--- config.mk ---
export PLATFORM = sky130hd
export DESIGN_NAME = bcd_sec_counter
export DESIGN_NICKNAME = d
export VERILOG_FILES = /design/src/rtl/bcd_sec_counter.sv
export SDC_FILE = /design/constraint.sdc
export NUM_CORES = 1
export LEC_CHECK = 0
export CORE_MARGIN = 3
export CORE_UTILIZATION = 25
export CTS_BUF_LIST = sky130_fd_sc_hd__clkbuf_8
export CTS_CLUSTER_DIAMETER = 50
export DETAILED_ROUTE_END_ITERATION = 16
export SLEW_MARGIN = 10
export SYNTH_ARGS = -nofsm -noshare
export SYNTH_HDL_FRONTEND = slang
export SYNTH_SLANG_ARGS = --single-unit
--- constraint.sdc ---
create_clock -name clk_tmp -period 3.21 [get_ports clk_tmp]
set_input_delay 0.642 -clock clk_tmp [delete_from_list [all_inputs] [get_ports clk_tmp]]
set_output_delay 0.642 -clock clk_tmp [all_outputs]
set_load 0.01 [all_outputs]
--- src/rtl/bcd_sec_counter.sv ---
// bcd_sec_counter: two-digit BCD up/down counter (default range 00..59).
// Registered BCD count q plus a one-cycle wrap flag on boundary crossings.
// A synchronous load takes priority over counting; out-of-range or non-BCD
// presets are clamped to the terminal value.
// Optional build macro BCD_SEC_COUNTER_SATURATE_EN: instead of wrapping, the
// count sticks at the boundary and wrap is raised on every enabled edge there.
module bcd_sec_counter #(
  parameter logic [3:0] MAX_TENS = 4'd5,
  parameter logic [3:0] MAX_ONES = 4'd9
) (
  input  logic       clk_tmp,
  input  logic       rst_n,
  input  logic       en,
  input  logic       up,
  input  logic       load,
  input  logic [7:0] load_val,
  output logic [7:0] q,
  output logic       wrap
);

  localparam logic [7:0] MAX_VAL = {MAX_TENS, MAX_ONES};

  logic [7:0] q_next;
  logic       wrap_next;
  logic       load_ok;

  // Preset is accepted only if both nibbles are decimal digits and the value
  // does not exceed the terminal count; a plain byte compare is valid here
  // because both operands are then well-formed BCD.
  assign load_ok = (load_val[7:4] <= 4'd9) && (load_val[3:0] <= 4'd9) &&
                   (load_val <= MAX_VAL);

  // Next-count logic: load > count > hold, per-nibble BCD arithmetic.
  always_comb begin
    // NOTE: every output of this block gets a default first so no path can
    // leave it unassigned and infer a latch.
    q_next    = q;
    wrap_next = 1'b0;
    if (load) begin
      q_next = load_ok ? load_val : MAX_VAL;
    end else if (en) begin
      if (up) begin
        if (q == MAX_VAL) begin
`ifdef BCD_SEC_COUNTER_SATURATE_EN
          q_next    = MAX_VAL;
`else
          q_next    = 8'h00;
`endif
          wrap_next = 1'b1;
        end else if (q[3:0] != 4'd9) begin
          q_next = {q[7:4], q[3:0] + 4'd1};
        end else begin
          q_next = {q[7:4] + 4'd1, 4'd0};
        end
      end else begin
        if (q == 8'h00) begin
`ifdef BCD_SEC_COUNTER_SATURATE_EN
          q_next    = 8'h00;
`else
          q_next    = MAX_VAL;
`endif
          wrap_next = 1'b1;
        end else if (q[3:0] != 4'd0) begin
          q_next = {q[7:4], q[3:0] - 4'd1};
        end else begin
          q_next = {q[7:4] - 4'd1, 4'd9};
        end
      end
    end
  end

  // Count and wrap registers, cleared asynchronously by rst_n.
  always_ff @(posedge clk_tmp or negedge rst_n) begin
    if (!rst_n) begin
      q    <= 8'h00;
      wrap <= 1'b0;
    end else begin
      // NOTE: state registers use non-blocking assignment so every flop
      // samples pre-edge values regardless of statement order.
      q    <= q_next;
      wrap <= wrap_next;
    end
  end

endmodule

==> summary.md, run 1 <==
| Metric | Value |
|---|---|
| Clock Path Buffers | 2 |
| Hold_sp | q[7]$_DFFE_PN0P_ |
| Synth Instances | 108 |
| Post-synth top cells | inv_1, dfrtp_1, ha_1, nand2_1, clkbuf_1 |
| Distinct cells, synth | 41 |
| CP Launch Type | primary input |
| Design Area, Final | 0.00118 mm2 |
| Share of post-route cells with drive strength above 1 | 0.0787 |
| Largest net degree at the start of global routing | 17 |
| Static leakage | 0.460 nW |
| Max-slew headroom | 0.612 |
| Post-synthesis simple-gate area fraction | 0.280 |
| Peak supply drop | around 0.17 mV |
| CP top delay family | compound AO/OA/AOI/OAI gates |
| Leading cell type by number of instances after synthesis | inv_1 |
| Final Hold Vio Count | 0 |
| FF-to-FF path depth | 6 |
| Sink Count | 9 |
| CTS buffer count | 3 |
| CP max stage delay | about 0.64 ns |
| Outcome | finished, final reports clean |
| Core box area | 0.00320 mm2 |
| Residual DRC | 0 |
| GRT Util Overall | 0.118 |
| Filler cells | 360 |
| Antenna violations before repair | 0 |
| CTS resizes | 0 |
| Die Width | 65.5 um |
| Placed Instance Area | 0.00113 mm2 |
| Clk root buf | clkbuf_8 |
| Pwr per Cell Area | 398 mW/mm2 |
| Mux contribution to synthesized area | 0.0240 |
| CP max FO | 15 |
| Diode count | 0 |
| Crit path time final | 2.61 ns |
| Vias in the first global route | ~840 |
| Slowest-stage cell, CP | clkdlybuf4s50_1 |
| Worst Path Required | around 3.3 ns |
| Synth Area in Compound Gates | 0.256 |
| Fmax achieved | 0.383 GHz |
| RR Endpoint | q[5]$_DFFE_PN0P_ |
| Post-route clock skew | 0.00270 ns |
| Hold Crit Depth | 2 |
| Syn Nets | 129 |
| Row count | 20 |
| Buffer count from post-CTS setup fixing | 0 |
| Setup violators final | 0 |
| Post-Synth Adder-Cell Area | 0.113 |
| Post-Syn Area per Cell | just over 8 um2 |
| Routed Antenna Nets | 0 |
| CTS clk-pin slew, worst paths | 0.05 ns |
| Final WL | 2450 um |
| Top cell type's share of synthesized area | 0.254 |
| RSZ-0062 raised after global routing | no |
| Max-Cap Viols | 0 |
| DR vias | 922 |
| Worst reg2reg startpoint | q[0]$_DFFE_PN0P_ |
| Seq/Total Area, Yosys | 0.254 |
| Initial DRC Count | 47 |
| Critical path, cell by cell | clkdlybuf4s50_1 > or3b_2 > a21oi_1 > a31oi_1 > o32a_2 |
| Synth warnings | 0 |
| Port Buffer Count | 21 |
| Wire per inst | 14.3 um |
| Min-Delay Path Class | flip-flop to flip-flop |
| Fin Setup TNS | 0 ns |
| H-tree Lvls | 1 |
| Hold buffers post-CTS | 0 |
| First-pass GRT wire length | approximately 3900 um |
| Post-synthesis register bit count | 9 |
| Vias per std cell | between 5 and 6 |
| Post-Syn Area | ~890 um2 |
| Flop2flop setup slack | a little under 0.9 ns |
| Tcrit/Tclk final | 0.814 |
| Final core utilization | 0.368 |
| HPWL after DPL | about 1800 um |
| CP endpoint kind | flip-flop |
| Hold Path Sink | q[7]$_DFFE_PN0P_ |
| Worst hold slack | 0.666 ns |
| Largest family of logic cells by synthesized area | simple AND/OR/NAND/NOR gates |
| GPL Wtd Cong | 0.818 |
| EDFF count, synth | 0 |
| I/O pin count | 22 |
| Slew Viols, Final | 0 |
| Top cells by area, synth | dfrtp_1, ha_1, inv_1, o32ai_1, nand2_1 |
| Arrival @ worst endpoint | around 2.7 ns |
| Xor-xnor portion of the synthesized cell area | 0 |
| CTS tree | yes |
| GR Overflow Total | 0 |
| Area grow syn2layout | 32.9% |
| Die extent in y | 65.5 um |
| Final net count | 149 |
| Skew-Pair Late Insertion Delay | ~0.24 ns |
| Worst slew pin tran | 0.582 ns |
| Cell taking the most area after synthesis | dfrtp_1 |
| Die Footprint | 0.00429 mm2 |
| First-pass DRT Iterations | 4 |
| Top_reg_cell synth | dfrtp_1 |
| Starting Density | 0.277 |
| Async SR Flop Fraction | 1.00 |
| Worst Path Buf+Inv | 1 |
| Critical path class | primary input to flip-flop |
area by class of cell:
type | count | area (um2) | area share
multi-input combinational | 82 | 596 | 0.506
inverter | 10 | 37.5 | 0.0319
timing repair buffer | 22 | 218 | 0.185
clock buffer | 3 | 41.3 | 0.0351
tap | 44 | 55.1 | 0.0468
clock inverter | 1 | 5.00 | 0.00425
sequential | 9 | 225 | 0.191
logic make-up (layout without fill, tap and decap cells):
kind of cell,after synthesis,in the layout
AO/OA/AOI/OAI,31,31
adder cells (fa/ha/maj),8,8
buffers and inverters,17,36
flip-flops,9,9
multiplexers,2,2
AND/OR/NAND/NOR,41,41
flip-flops by register name, indices dropped and copies added (netlist names):
name,count
q,8
wrap,1
per-stage QoR:
stage / worst slack [ns] / instances / total power [W]
finish: 0.597 / 171 / 0.000469
global route: 0.459 / 171 / 0.000495
CTS: 0.604 / 171 / 0.000468
detailed placement: 0.399 / 167 / 0.000327
global placement: 0.521 / 167 / 0.000324
floorplan: 1.24 / 108 / 0.000256
routing by layer:
metal	vias to the layer above	wire [um]	GRT usage
met5	-	0	0
met4	0	40	0.0466
met3	4	86	0.0188
met2	26	1130	0.195
met1	450	1190	0.152
li1	442	-	-
placed cells by master, fill, tap and decap left out, types with 2 or more instances in the layout:
| cell type | n |
|---|---|
| nand3_1 | 3 |
| ha_1 | 8 |
| nand2_1 | 7 |
| nand3b_1 | 2 |
| nand2b_1 | 2 |
| nor3_1 | 2 |
| a31oi_1 | 4 |
| o2bb2ai_1 | 2 |
| o21ai_0 | 5 |
| nand4b_1 | 2 |
| clkdlybuf4s50_1 | 21 |
| and2_1 | 3 |
| a21oi_1 | 4 |
| nor2_1 | 5 |
| nor2b_1 | 3 |
| clkbuf_8 | 3 |
| o32ai_1 | 4 |
| dfrtp_1 | 9 |
| or3_1 | 2 |
| inv_1 | 10 |
| a21o_1 | 2 |
| nor3b_1 | 3 |
worst max-delay path by stage:
stage,startpoint,endpoint,slack (ns),cells after the start
6_report,up,q[5]$_DFFE_PN0P_,0.60,5
3_3_place_gp,up,q[5]$_DFFE_PN0P_,0.52,5
4_1_cts,up,q[5]$_DFFE_PN0P_,0.60,5
5_1_grt,up,q[7]$_DFFE_PN0P_,0.46,5
2_1_floorplan,q[0]$_DFFE_PN0P_,q[5]$_DFFE_PN0P_,1.24,7
3_5_place_dp,up,q[5]$_DFFE_PN0P_,0.40,5
power by group:
part | leakage, nW | total, W | internal (W) | switching [W]
clock | 0.0255 | 0.000142 | 0.0000856 | 0.0000563
combinational | 0.325 | 0.000168 | 0.0000882 | 0.0000795
sequential | 0.109 | 0.000159 | 0.000126 | 0.0000334
total | 0.460 | 0.000469 | 0.000300 | 0.000169
worst min-delay path, delay by kind of cell, from the launching register on:
kind	cells	cell delay [ns]
AO/OA/AOI/OAI	1	0.07
AND/OR/NAND/NOR	1	0.09
flip-flops	1	0.46
No activity file was read; power rests on OpenSTA's default activity.
==> inputs of run 2 (changes only) <==
==> constraint.sdc (replaced) <==
create_clock -name clk_tmp -period 2.68 [get_ports clk_tmp]
set_input_delay 0.536 -clock clk_tmp [delete_from_list [all_inputs] [get_ports clk_tmp]]
set_output_delay 0.536 -clock clk_tmp [all_outputs]
set_load 0.01 [all_outputs]
==> summary.md, run 2 (synthesis gave the netlist of run 1 again) <==
| Metric | Value |
|---|---|
| Outcome | finished, final reports clean |
| Final net count | 151 |
| Antenna violations before repair | 0 |
| GR Overflow Total | 0 |
| RR Endpoint | q[5]$_DFFE_PN0P_ |
| Slew Viols, Final | 0 |
| HPWL after DPL | 1760 um |
| Sink Count | 9 |
| Worst Path Buf+Inv | 1 |
| Placed Instance Area | between 0.001 and 0.0015 mm2 |
| Pwr per Cell Area | 460 mW/mm2 |
| Residual DRC | 0 |
| GRT Util Overall | 0.112 |
| Tcrit/Tclk final | 0.814 |
| Critical path, cell by cell | inv_1 > ha_1 > or3b_2 > a21oi_1 > a31oi_1 > o32a_2 |
| Max-Cap Viols | 0 |
| Worst reg2reg startpoint | q[1]$_DFFE_PN0P_ |
| CTS resizes | 0 |
| Die extent in y | 65.5 um |
| Max-slew headroom | 0.644 |
| Fmax achieved | 0.458 GHz |
| First-pass DRT Iterations | 4 |
| Largest register by flop count | q |
| RSZ-0062 raised after global routing | no |
| Design Area, Final | about 0.0012 mm2 |
| Starting Density | 0.277 |
| Hold buffers post-CTS | 0 |
| Clk root buf | clkbuf_8 |
| Post-Place Worst Slack | approximately 0.3 ns |
| Routed Antenna Nets | 0 |
| Initial DRC Count | 39 |
| CTS tree | yes |
| Setup violators final | 0 |
| First-pass GRT wire length | 3820 um |
| FF-to-FF path depth | 6 |
| Inst Count DP | approximately 170 |
| Clock Path Buffers | 2 |
| Filler cells | 344 |
| Crit path time final | 2.18 ns |
| Wire per inst | roughly 13 um |
| Critical path class | flip-flop to flip-flop |
| Buffer count from post-CTS setup fixing | 0 |
| Top flop regs | q (8), wrap (1) |
| Peak supply drop | 0.163 mV |
| CP max stage delay | 0.47 ns |
| Final Worst Setup Slack | 0.498 ns |
| Worst Path Required | 2.79 ns |
| CP endpoint kind | flip-flop |
| Skew-Pair Late Insertion Delay | 0.23 ns |
| DR vias | 919 |
| Die Width | ~66 um |
| Die Footprint | between 0.004 and 0.005 mm2 |
| Vias in the first global route | 853 |
| Flop2flop setup slack | 0.50 ns |
| CTS clk-pin slew, worst paths | 0.05 ns |
| CP top delay family | compound AO/OA/AOI/OAI gates |
| Share of post-route cells with drive strength above 1 | 0.0853 |
| Largest net degree at the start of global routing | 16 |
| Static leakage | 0.471 nW |
| Post-route clock skew | about 0.0028 ns |
| Final cell count without fillers | 173 |
| I/O pin count | 22 |
| CP Launch Type | flip-flop |
| Area grow syn2layout | 34.5% |
| H-tree Lvls | 1 |
| Most common cell after layout, fill and taps aside | clkdlybuf4s50_1 |
| Min-Delay Path Class | primary input to async pin |
| Largest register FFs | 8 |
| Core box area | 0.00320 mm2 |
| Final Hold Vio Count | 0 |
| Port Buffer Count | 21 |
| Vias per std cell | approximately 5.3 |
| Arrival @ worst endpoint | between 2 and 2.5 ns |
| CP max FO | 8 |
| Worst slew pin tran | 0.533 ns |
| Most frequent cells in the layout | clkdlybuf4s50_1, inv_1, dfrtp_1 |
| CTS buffer count | 3 |
| Diode count | 0 |
| Final WL | 2290 um |
| Fin Setup TNS | 0 ns |
| GPL Wtd Cong | 0.774 |
| Slowest-stage cell, CP | or3b_2 |
| Row count | 20 |
| Final core utilization | 0.372 |
-- run 2: through the flow --
step	hold slack, ns	total power (W)
floorplan	0.240	0.000306
global placement	0.629	0.000390
detailed placement	0.622	0.000393
CTS	0.634	0.000552
global route	0.656	0.000587
finish	0.614	0.000548
-- run 2: report_power, final --
part / total [W] / internal [W] / switching (W)
Combinational: 0.000207 / 0.000109 / 0.0000982
Clock: 0.000155 / 0.000100 / 0.0000554
Sequential: 0.000185 / 0.000151 / 0.0000340
Total: 0.000548 / 0.000360 / 0.000188
-- run 2: worst max path at each step --
stage | startpoint | endpoint | slack, ns | depth (start not counted)
detailed placement | up | q[5]$_DFFE_PN0P_ | 0.30 | 5
global placement | up | q[5]$_DFFE_PN0P_ | 0.35 | 5
floorplan | q[0]$_DFFE_PN0P_ | q[5]$_DFFE_PN0P_ | 0.71 | 7
global route | q[1]$_DFFE_PN0P_ | q[5]$_DFFE_PN0P_ | 0.32 | 6
finish | q[1]$_DFFE_PN0P_ | q[5]$_DFFE_PN0P_ | 0.50 | 6
CTS | q[1]$_DFFE_PN0P_ | q[5]$_DFFE_PN0P_ | 0.52 | 6
-- run 2: final cells by class --
| cell class | instances | area [um2] | share of cell area |
|---|---|---|---|
| Multi-Input combinational cell | 82 | 596 | 0.500 |
| Timing Repair Buffer | 24 | 233 | 0.195 |
| Sequential cell | 9 | 225 | 0.189 |
| Tap cell | 44 | 55.1 | 0.0462 |
| Clock buffer | 3 | 41.3 | 0.0347 |
| Inverter | 10 | 37.5 | 0.0315 |
| Clock inverter | 1 | 3.75 | 0.00315 |
-- run 2: worst reg2reg max path, delay by kind of cell (launching register included) --
kind	cells	cell delay [ns]
buffers and inverters	1	0.13
AND/OR/NAND/NOR	1	0.47
AO/OA/AOI/OAI	3	0.80
flip-flops	1	0.45
adder cells (fa/ha/maj)	1	0.22
-- run 2: metal layers --
layer,vias up,GRT usage,routed length [um]
met4,0,0.0440,40
met2,42,0.167,1040
met3,4,0.0325,186
met5,-,0,0
li1,446,-,-
met1,427,0.150,1030
==> inputs of run 3 (changes only) <==
==> constraint.sdc (replaced) <==
create_clock -name clk_tmp -period 2.18 [get_ports clk_tmp]
set_input_delay 0.436 -clock clk_tmp [delete_from_list [all_inputs] [get_ports clk_tmp]]
set_output_delay 0.436 -clock clk_tmp [all_outputs]
set_load 0.01 [all_outputs]
==> summary.md, run 3 (synthesis gave the netlist of run 1 again) <==
| Metric | Value |
|---|---|
| Outcome | finished, final reports clean |
| Critical path class | flip-flop to flip-flop |
| CP Launch Type | flip-flop |
| Wire per inst | 13.3 um |
| Die Footprint | 0.00429 mm2 |
| Post-route clock skew | approximately 0.0050 ns |
| Max-Cap Viols | 0 |
| Static leakage | 0.498 nW |
| Sink Count | 9 |
| Largest register by flop count | q |
| CTS tree | yes |
| Largest register FFs | 8 |
| Comb power frac | 0.419 |
| H-tree Lvls | 1 |
| CTS clk-pin slew, worst paths | 0.05 ns |
| Worst slew pin tran | 0.466 ns |
| GRT Util Overall | 0.115 |
| Most frequent cells in the layout | clkdlybuf4s50_1, inv_1, dfrtp_1 |
| CP endpoint kind | flip-flop |
| Tcrit/Tclk final | 0.911 |
| HPWL after DPL | 1840 um |
| Starting Density | 0.277 |
| Die extent in y | around 66 um |
| Pwr per Cell Area | 558 mW/mm2 |
| Residual DRC | 0 |
| Clk root buf | clkbuf_8 |
| Share of post-route cells with drive strength above 1 | 0.127 |
| CP max stage delay | 0.53 ns |
| Die Width | 65.5 um |
| P_int | between 0.0004 and 0.0005 W |
| Design Area, Final | 0.00123 mm2 |
| CP max FO | 6 |
| GPL Wtd Cong | 0.760 |
| Psw | 0.000232 W |
| Fmax achieved | about 0.5 GHz |
| Setup violators final | 0 |
| Final net count | approximately 160 |
| Clock Path Buffers | 2 |
| Core box area | 0.00320 mm2 |
| Critical path, cell by cell | inv_1 > ha_1 > or4b_4 > or3_1 > a31oi_1 > o32a_2 |
| Worst Path Required | 2.35 ns |
| Fin Setup TNS | 0 ns |
| Skew-Pair Late Insertion Delay | 0.23 ns |
| Slew Viols, Final | 0 |
| Antenna violations before repair | 0 |
| Slowest-stage cell, CP | or4b_4 |
| Top flop regs | q (8), wrap (1) |
| Sequential power share | 0.308 |
| Min-Delay Path Class | primary input to async pin |
| DR vias | 905 |
| Vias per std cell | ~5.1 |
| Port Buffer Count | 21 |
| CTS buffer count | 3 |
| CP top delay family | simple AND/OR/NAND/NOR gates |
| Clock power share | 0.272 |
| Hold buffers post-CTS | 0 |
| Worst Path Buf+Inv | 1 |
| Placed Instance Area | 0.00118 mm2 |
| RSZ-0062 raised after global routing | no |
| Final WL | approximately 2400 um |
| Crit path time final | 1.99 ns |
| GR Overflow Total | 0 |
| Routed Antenna Nets | 0 |
| Switching share of power | 0.337 |
| First-pass DRT Iterations | 4 |
| Initial DRC Count | 24 |
| Peak supply drop | ~0.22 mV |
| Max-slew headroom | 0.689 |
| Area grow syn2layout | 39.1% |
| Vias in the first global route | around 870 |
| Row count | 20 |
| Most common cell after layout, fill and taps aside | clkdlybuf4s50_1 |
| First-pass GRT wire length | 4000 um |
| I/O pin count | 22 |
| Diode count | 0 |
| Final Hold Vio Count | 0 |
| Arrival @ worst endpoint | 2.16 ns |
| Largest net degree at the start of global routing | 16 |
==> run 3: area by class of cell <==
cell class                      count  area, um2
Clock buffer                        3       41.3
Clock inverter                      1       3.75
Fill cell                         357       1970
Inverter                           10       37.5
Multi-Input combinational cell     82        599
Sequential cell                     9        225
Tap cell                           44       55.1
Timing Repair Buffer               29        270
==> run 3: worst reg2reg max path, cell delays in order, from the launching register on <==
cell,delay (ns)
dfrtp_1,0.37
inv_1,0.10
ha_1,0.24
or4b_4,0.53
or3_1,0.34
a31oi_1,0.20
o32a_2,0.16
==> run 3: metrics by stage <==
step,hold WS [ns],power [W],instances,worst slack (ns),utilization
finish,0.512,0.000688,178,0.195,0.385
detailed placement,0.617,0.000500,174,-0.0669,0.370
global placement,0.621,0.000493,174,0.00261,0.370
global route,0.543,0.000739,178,0.0709,0.385
CTS,0.523,0.000694,178,0.128,0.384
floorplan,0.140,0.000377,108,0.213,-
==> run 3: path summary, 6_finish.rpt <==
path	from	to	slack (ns)	cells past startpoint
setup / recovery	q[1]$_DFFE_PN0P_	q[5]$_DFFE_PN0P_	0.19	6
hold / removal	rst_n	q[7]$_DFFE_PN0P_	0.51	1
setup reg to reg	q[1]$_DFFE_PN0P_	q[5]$_DFFE_PN0P_	0.19	6
hold reg to reg	q[5]$_DFFE_PN0P_	q[5]$_DFFE_PN0P_	0.62	1
max in group asynchronous	rst_n	q[2]$_DFFE_PN0P_	1.36	1
min in group clk_tmp	q[5]$_DFFE_PN0P_	q[5]$_DFFE_PN0P_	0.62	1
==> run 3: power groups by stage <==
stage | sequential (W) | combinational (W) | clock (W)
CTS | 0.000212 | 0.000288 | 0.000194
detailed placement | 0.000214 | 0.000286 | 0
global placement | 0.000214 | 0.000279 | 0
global route | 0.000216 | 0.000321 | 0.000202
floorplan | 0.000219 | 0.000157 | 0
finish | 0.000212 | 0.000289 | 0.000187
==> run 3: routing by layer <==
layer / global-route usage / share of wire / vias up
li1: - / - / 454
met1: 0.154 / 0.47 / 427
met2: 0.190 / 0.47 / 22
met3: 0.0222 / 0.045 / 2
met4: 0.0311 / 0.0097 / 0
met5: 0 / 0 / -
==> run 3: what timing repair did <==
action / CTS / global route
resized for setup: 0 / 1
buffers inserted: 0 / 0
endpoints found under the setup margin: 0 / 1
